--- src/rtl/sdram_pkg.sv ---
// Shared request payload, sequencer state encoding and default timing for the SDRAM port sequencer.
package sdram_pkg;
  localparam int unsigned SD_ADDR_W   = 24;
  localparam int unsigned SD_DATA_W   = 16;
  localparam int unsigned SD_DEPTH    = 4;
  localparam int unsigned SD_READ_LAT = 8;
  localparam int unsigned SD_CYCLE    = 10;
  localparam int unsigned SD_STROBE_W = 2;

  typedef struct packed {
    logic                 we;
    logic                 word;
    logic [SD_ADDR_W-1:0] addr;
    logic [SD_DATA_W-1:0] din;
  } sdram_req_t;

  typedef enum logic [1:0] {
    ST_IDLE  = 2'd0,
    ST_ISSUE = 2'd1,
    ST_WAIT  = 2'd2
  } sdram_state_t;
endpackage

--- src/rtl/sdram_req_fifo.sv ---
// Request queue in front of the sequencer: registered storage, head visible combinationally.
module sdram_req_fifo
  import sdram_pkg::*;
#(
  parameter int unsigned DEPTH = SD_DEPTH
) (
  input  logic       clk,
  input  logic       reset_n,
  input  logic       push,
  input  sdram_req_t push_data,
  input  logic       pop,
  output sdram_req_t head,
  output logic       full,
  output logic       empty
);
  localparam int unsigned PTR_W = $clog2(DEPTH);
  localparam int unsigned CNT_W = $clog2(DEPTH) + 1;

  sdram_req_t       mem [DEPTH];
  logic [PTR_W-1:0] wr_ptr;
  logic [PTR_W-1:0] rd_ptr;
  logic [CNT_W-1:0] count;
  logic             do_push;
  logic             do_pop;

  assign full    = (count == CNT_W'(DEPTH));
  assign empty   = (count == '0);
  assign do_push = push && !full;
  assign do_pop  = pop && !empty;
  assign head    = mem[rd_ptr];

  always_ff @(posedge clk) begin
    if (do_push) mem[wr_ptr] <= push_data;
  end

  // Pointers wrap naturally because DEPTH is a power of two.
  always_ff @(posedge clk or negedge reset_n) begin
    if (!reset_n) begin
      wr_ptr <= '0;
      rd_ptr <= '0;
      count  <= '0;
    end else begin
      if (do_push) wr_ptr <= wr_ptr + PTR_W'(1);
      if (do_pop)  rd_ptr <= rd_ptr + PTR_W'(1);
      if (do_push && !do_pop)      count <= count + CNT_W'(1);
      else if (do_pop && !do_push) count <= count - CNT_W'(1);
    end
  end
endmodule

--- src/rtl/sdram_port_sequencer.sv ---
// Queues client requests and replays them as paced rd/wr edge strobes on one SDRAM controller port.
module sdram_port_sequencer
  import sdram_pkg::*;
#(
  parameter int unsigned DEPTH    = SD_DEPTH,
  parameter int unsigned READ_LAT = SD_READ_LAT,
  parameter int unsigned CYCLE    = SD_CYCLE,
  parameter int unsigned STROBE_W = SD_STROBE_W
) (
  input  logic                 clk,
  input  logic                 reset_n,
  input  logic                 req_valid,
  output logic                 req_ready,
  input  logic                 req_we,
  input  logic                 req_word,
  input  logic [SD_ADDR_W-1:0] req_addr,
  input  logic [SD_DATA_W-1:0] req_din,
  output logic                 rsp_valid,
  output logic [SD_DATA_W-1:0] rsp_data,
  output logic                 busy,
  output logic [SD_ADDR_W-1:0] sd_addr,
  output logic [SD_DATA_W-1:0] sd_din,
  output logic                 sd_word,
  output logic                 sd_rd,
  output logic                 sd_wr,
  input  logic [SD_DATA_W-1:0] sd_dout
);
  localparam int unsigned PACE_W = $clog2(CYCLE);
  localparam int unsigned TMR_W  = $clog2(READ_LAT + 1);
  localparam int unsigned SCNT_W = $clog2(STROBE_W + 1);

  sdram_state_t      state;
  sdram_req_t        push_req;
  sdram_req_t        head;
  logic              fifo_full;
  logic              fifo_empty;
  logic              pop_c;
  logic              wait_done_c;
  logic              cur_we;
  logic [PACE_W-1:0] pace_cnt;
  logic [TMR_W-1:0]  rd_timer;
  logic [SCNT_W-1:0] scnt;

  assign push_req  = '{we: req_we, word: req_word, addr: req_addr, din: req_din};
  assign req_ready = !fifo_full;
  assign busy      = !fifo_empty || (state != ST_IDLE);
  assign pop_c     = (state == ST_IDLE) && !fifo_empty && (pace_cnt == '0);
  // Both counters expire on this edge: pacing window closed and any read response delivered.
  assign wait_done_c = (pace_cnt <= PACE_W'(1)) && (rd_timer <= TMR_W'(1));

  sdram_req_fifo #(.DEPTH(DEPTH)) u_fifo (
    .clk       (clk),
    .reset_n   (reset_n),
    .push      (req_valid),
    .push_data (push_req),
    .pop       (pop_c),
    .head      (head),
    .full      (fifo_full),
    .empty     (fifo_empty)
  );

  // Pace counter spans pop-to-pop, so back-to-back strobe rises land exactly CYCLE apart.
  always_ff @(posedge clk or negedge reset_n) begin
    if (!reset_n) begin
      state     <= ST_IDLE;
      sd_addr   <= '0;
      sd_din    <= '0;
      sd_word   <= 1'b0;
      sd_rd     <= 1'b0;
      sd_wr     <= 1'b0;
      cur_we    <= 1'b0;
      pace_cnt  <= '0;
      rd_timer  <= '0;
      scnt      <= '0;
      rsp_valid <= 1'b0;
      rsp_data  <= '0;
    end else begin
      rsp_valid <= 1'b0;
      if (pace_cnt != '0) pace_cnt <= pace_cnt - PACE_W'(1);
      if (rd_timer != '0) rd_timer <= rd_timer - TMR_W'(1);
      if (rd_timer == TMR_W'(1)) begin
        rsp_valid <= 1'b1;
        rsp_data  <= sd_dout;
      end
      case (state)
        ST_IDLE: begin
          if (pop_c) begin
            sd_addr  <= head.addr;
            sd_din   <= head.din;
            sd_word  <= head.word;
            cur_we   <= head.we;
            pace_cnt <= PACE_W'(CYCLE - 1);
            scnt     <= '0;
            state    <= ST_ISSUE;
          end
        end
        ST_ISSUE: begin
          if (scnt == '0) begin
            sd_rd <= !cur_we;
            sd_wr <= cur_we;
            scnt  <= SCNT_W'(1);
            if (!cur_we) rd_timer <= TMR_W'(READ_LAT);
          end else if (scnt == SCNT_W'(STROBE_W)) begin
            sd_rd <= 1'b0;
            sd_wr <= 1'b0;
            state <= wait_done_c ? ST_IDLE : ST_WAIT;
          end else begin
            scnt <= scnt + SCNT_W'(1);
          end
        end
        ST_WAIT: begin
          if (wait_done_c) state <= ST_IDLE;
        end
        default: state <= ST_IDLE;
      endcase
    end
  end
endmodule

--- config.mk ---
export PLATFORM = sky130hd
export DESIGN_NAME = sdram_port_sequencer
export DESIGN_NICKNAME = d
export VERILOG_FILES = /design/src/rtl/sdram_pkg.sv /design/src/rtl/sdram_req_fifo.sv /design/src/rtl/sdram_port_sequencer.sv
export SDC_FILE = /design/constraint.sdc
export NUM_CORES = 1
export LEC_CHECK = 0
export CAP_MARGIN = 20
export CORE_MARGIN = 3
export CORE_UTILIZATION = 40
export DETAILED_ROUTE_END_ITERATION = 7
export PLACE_DENSITY = 0.65
export SLEW_MARGIN = 10
export SYNTH_ARGS = -nofsm -noshare
export SYNTH_HDL_FRONTEND = slang
export SYNTH_HIERARCHICAL = 1
export SYNTH_SLANG_ARGS = --single-unit
--- constraint.sdc ---
create_clock -name clk -period 3.8 [get_ports clk]
set_clock_uncertainty 0.05 [all_clocks]
set_input_delay 0.76 -clock clk [delete_from_list [all_inputs] [get_ports clk]]
set_output_delay 0.76 -clock clk [all_outputs]
set_load 0.005 [all_outputs]
==> results.sh <==
export IMPL_synth_top_area_share_pct=52.5
export IMPL_seq_area_frac_synth_pct=73.4
export IMPL_maxCapViolCount=0
export IMPL_syn_area_sq_um=9600
export IMPL_post_route_period_util_pct=76.4
export IMPL_swShare_pct=27.2
export IMPL_vias=4594
export IMPL_h_tree_depth=1
export IMPL_synthTopCellsByArea="edfxtp_1 53%, dfrtp_1 21%, mux4_2 8.9%, mux2_2 4.0%, mux2_4 3.3%"
export IMPL_slowest_delay_ns=0.62
export IMPL_setup_slack_ns=0.898
export IMPL_fillers=1955
export IMPL_synth_common_cells="168 x edfxtp_1, 80 x dfrtp_1, 38 x mux4_2"
export IMPL_hpwl_um=11000
export IMPL_r2r_end="sd_addr[19]"
export IMPL_path_cells="inv_1 -> ha_1 -> or3b_4 -> or4_4 -> inv_2 -> buf_4 -> mux2_2"
export IMPL_crit_buf_inv=3
export IMPL_cts_tree="built"
export IMPL_startpoint="pace_cnt[0]"
export IMPL_vdd_drop_max_uv=382
export IMPL_first_global_vias=5075
export IMPL_synth_main_ff_cell="edfxtp_1"
export IMPL_cts_buffers=25
export IMPL_overflow=0
export IMPL_antennaDiodeCount=0
export IMPL_synth_edff_count=168
export IMPL_crit_type="reg -> reg"
export IMPL_slowest_stage="buf_4"
export IMPL_setup_viol_count_final=0
export IMPL_max_slew_margin_pct=40.0
export IMPL_cts_resized=0
export IMPL_routabilityCongestion=0.715
export IMPL_fin_crit_ns=2.90
export IMPL_yosysWarnings=6
export IMPL_synth_seq_cells=248
export IMPL_p_int_uw=6860
export IMPL_synth_top_area_cell="edfxtp_1"
export IMPL_critical_path_top_delay_family="simple AND/OR/NAND/NOR gates"
export IMPL_power_frac_clock_pct=24.6
export IMPL_multiInputGateArea_sq_um=2300
export IMPL_antenna_found_initial=0
export IMPL_slew_viol_final=0
export IMPL_p_seq_share_pct=45.3
export IMPL_r2r_setup_slack_ns=0.90
export IMPL_fin_tns_setup_ns=0
export IMPL_critPathArrivalTime_ns=3.24
export IMPL_drive_gt1_share_pct=24.5
export IMPL_die_h_um=161
export IMPL_core_area_sq_um=23500
export IMPL_synthArstFlopShare_pct=32.3
export IMPL_outcome="complete, no violations"
export IMPL_clk_pin_slew_worst_paths_ns=0.06
export IMPL_area_growth_synth_to_final_pct=23.7
export IMPL_syn_inst=453
export IMPL_io_pins=123
export IMPL_drcViolationCount=0
export IMPL_routedWlPerCell_um=19.1
export IMPL_power_leakage_uw=0.00430
export IMPL_root_buffer="clkbuf_16"
export IMPL_fmax_ghz=0.345
export IMPL_postCtsSetupRepairBufs=0
export IMPL_routed_wl_um=17800
export IMPL_numPortBuffers=122
export IMPL_synthesis_nets=527
export IMPL_clock_sinks=248
export IMPL_post_synth_top_count_cell="edfxtp_1"
export IMPL_floorplan_die_area_sq_um=25900
export IMPL_p_sw_uw=2560
export IMPL_fp_dieW_um=161
export IMPL_area_sequential_sq_um=7050
export IMPL_rows=56
export IMPL_drtAntennaViolNets=0
export IMPL_r2r_cells=7
export IMPL_crit_path_max_fanout=47
export IMPL_initial_core_util_pct=40.8
export IMPL_grt_max_degree=69
export IMPL_first_pass_iters=4
export IMPL_min_path_type="in -> async"
export IMPL_grt_pass1_wl_um=28200
export IMPL_fin_nets=668
export IMPL_crit_path_end_kind="flop"
export IMPL_synth_distinct_cells=44
export IMPL_worstReg2RegStart="pace_cnt[0]"
export IMPL_powerDensity_nw_per_um2=793
export IMPL_pwr_share_comb_pct=30.1
export IMPL_hold_viol=0
export IMPL_rsz0062_at_grt="no"
export IMPL_syn_avg_cell_area_sq_um=21.2
export IMPL_worst_pin_slew_ns=0.900
export IMPL_track_usage_pct=13.8
export IMPL_cts_hold_fix_buffers=0
export IMPL_pre_cts_ws_ns=0.745
export IMPL_cts_buffer_depth=3
export IMPL_clock_latency_ns=0.50
export IMPL_viasPerCell=4.94
export IMPL_drtIter0Drc=229
export IMPL_cp_required_ns=4.13
export IMPL_start_kind="flop"
power by group through the flow:
stage	registers (uW)	logic [uW]	clock network [uW]
6_report	4270	2840	2320
3_5_place_dp	4410	2790	0
2_1_floorplan	4100	1930	0
5_1_grt	4390	3070	2500
3_3_place_gp	4360	2730	0
4_1_cts	4360	2810	2390
cell type report:
cell class / instances / share of cell area [%]
Clock inverter: 14 / 1.02
Tap cell: 319 / 3.36
Sequential cell: 248 / 59.4
Inverter: 12 / 0.379
Clock buffer: 30 / 5.51
Timing Repair Buffer: 131 / 11.0
Multi-Input combinational cell: 176 / 19.4
placed cells by master (no fill, tap or decap), types with 6 or more instances in the layout:
cell             netlist  layout
mux4_2                38      38
dfrtp_1               80      78
mux2_4                21      21
xnor2_1                6       6
clkbuf_16              0      25
nor2_1                 7       7
edfxtp_1             168     168
mux2_2                34      34
ha_1                  12      12
buf_4                  1       8
clkdlybuf4s50_1        0     121
inv_1                 11      11
registers in the layout, summed over array words and instances, names as in the netlist, 2 cells and up:
name,count
pace_cnt,4
rd_timer,4
rsp_data,16
scnt,2
sd_addr,24
sd_din,16
state,2
u_fifo/count,3
u_fifo/mem,168
u_fifo/rd_ptr,2
u_fifo/wr_ptr,2
cell families (layout without fill, tap and decap cells):
family          after synthesis  after routing  synth area share (%)
compound gates               16             16                  1.16
xor+xnor                      8              8                 0.730
fa+ha+maj                    13             13                  1.77
buf+inv                      29            187                  2.70
flops                       248            248                  73.4
mux                         103            103                  18.0
simple gates                 36             36                  2.31
per-stage QoR:
| stage | area (sq um) | hold WS (ns) | utilization, % | power (uW) | cells |
|---|---|---|---|---|---|
| 2_1_floorplan | 9600 | 0.395 | - | 6030 | 453 |
| 3_3_place_gp | 11100 | 0.418 | 47.0 | 7080 | 884 |
| 3_5_place_dp | 11100 | 0.423 | 47.0 | 7200 | 884 |
| 4_1_cts | 11800 | 0.377 | 50.3 | 9560 | 928 |
| 5_1_grt | 11900 | 0.404 | 50.5 | 9950 | 930 |
| 6_report | 11900 | 0.327 | 50.5 | 9420 | 930 |
metal layers:
layer | GRT usage [%] | wire length [um] | share of wire (%)
met1 | 18.7 | 7860 | 44
met2 | 23.4 | 8660 | 49
met3 | 2.81 | 1050 | 5.9
met4 | 3.05 | 236 | 1.3
met5 | 0 | 0 | 0
worst max-delay path by stage:
stage               slack (ns)                to  depth (start not counted)
CTS                       0.89       sd_addr[19]                          7
global route              0.78       sd_addr[20]                          7
detailed placement        0.75  u_fifo/mem[3][5]                          4
floorplan                 0.81   u_fifo/count[1]                         12
finish                    0.90       sd_addr[19]                          7
global placement          0.83  u_fifo/mem[3][4]                          4
(Power assumes the default switching activity.)
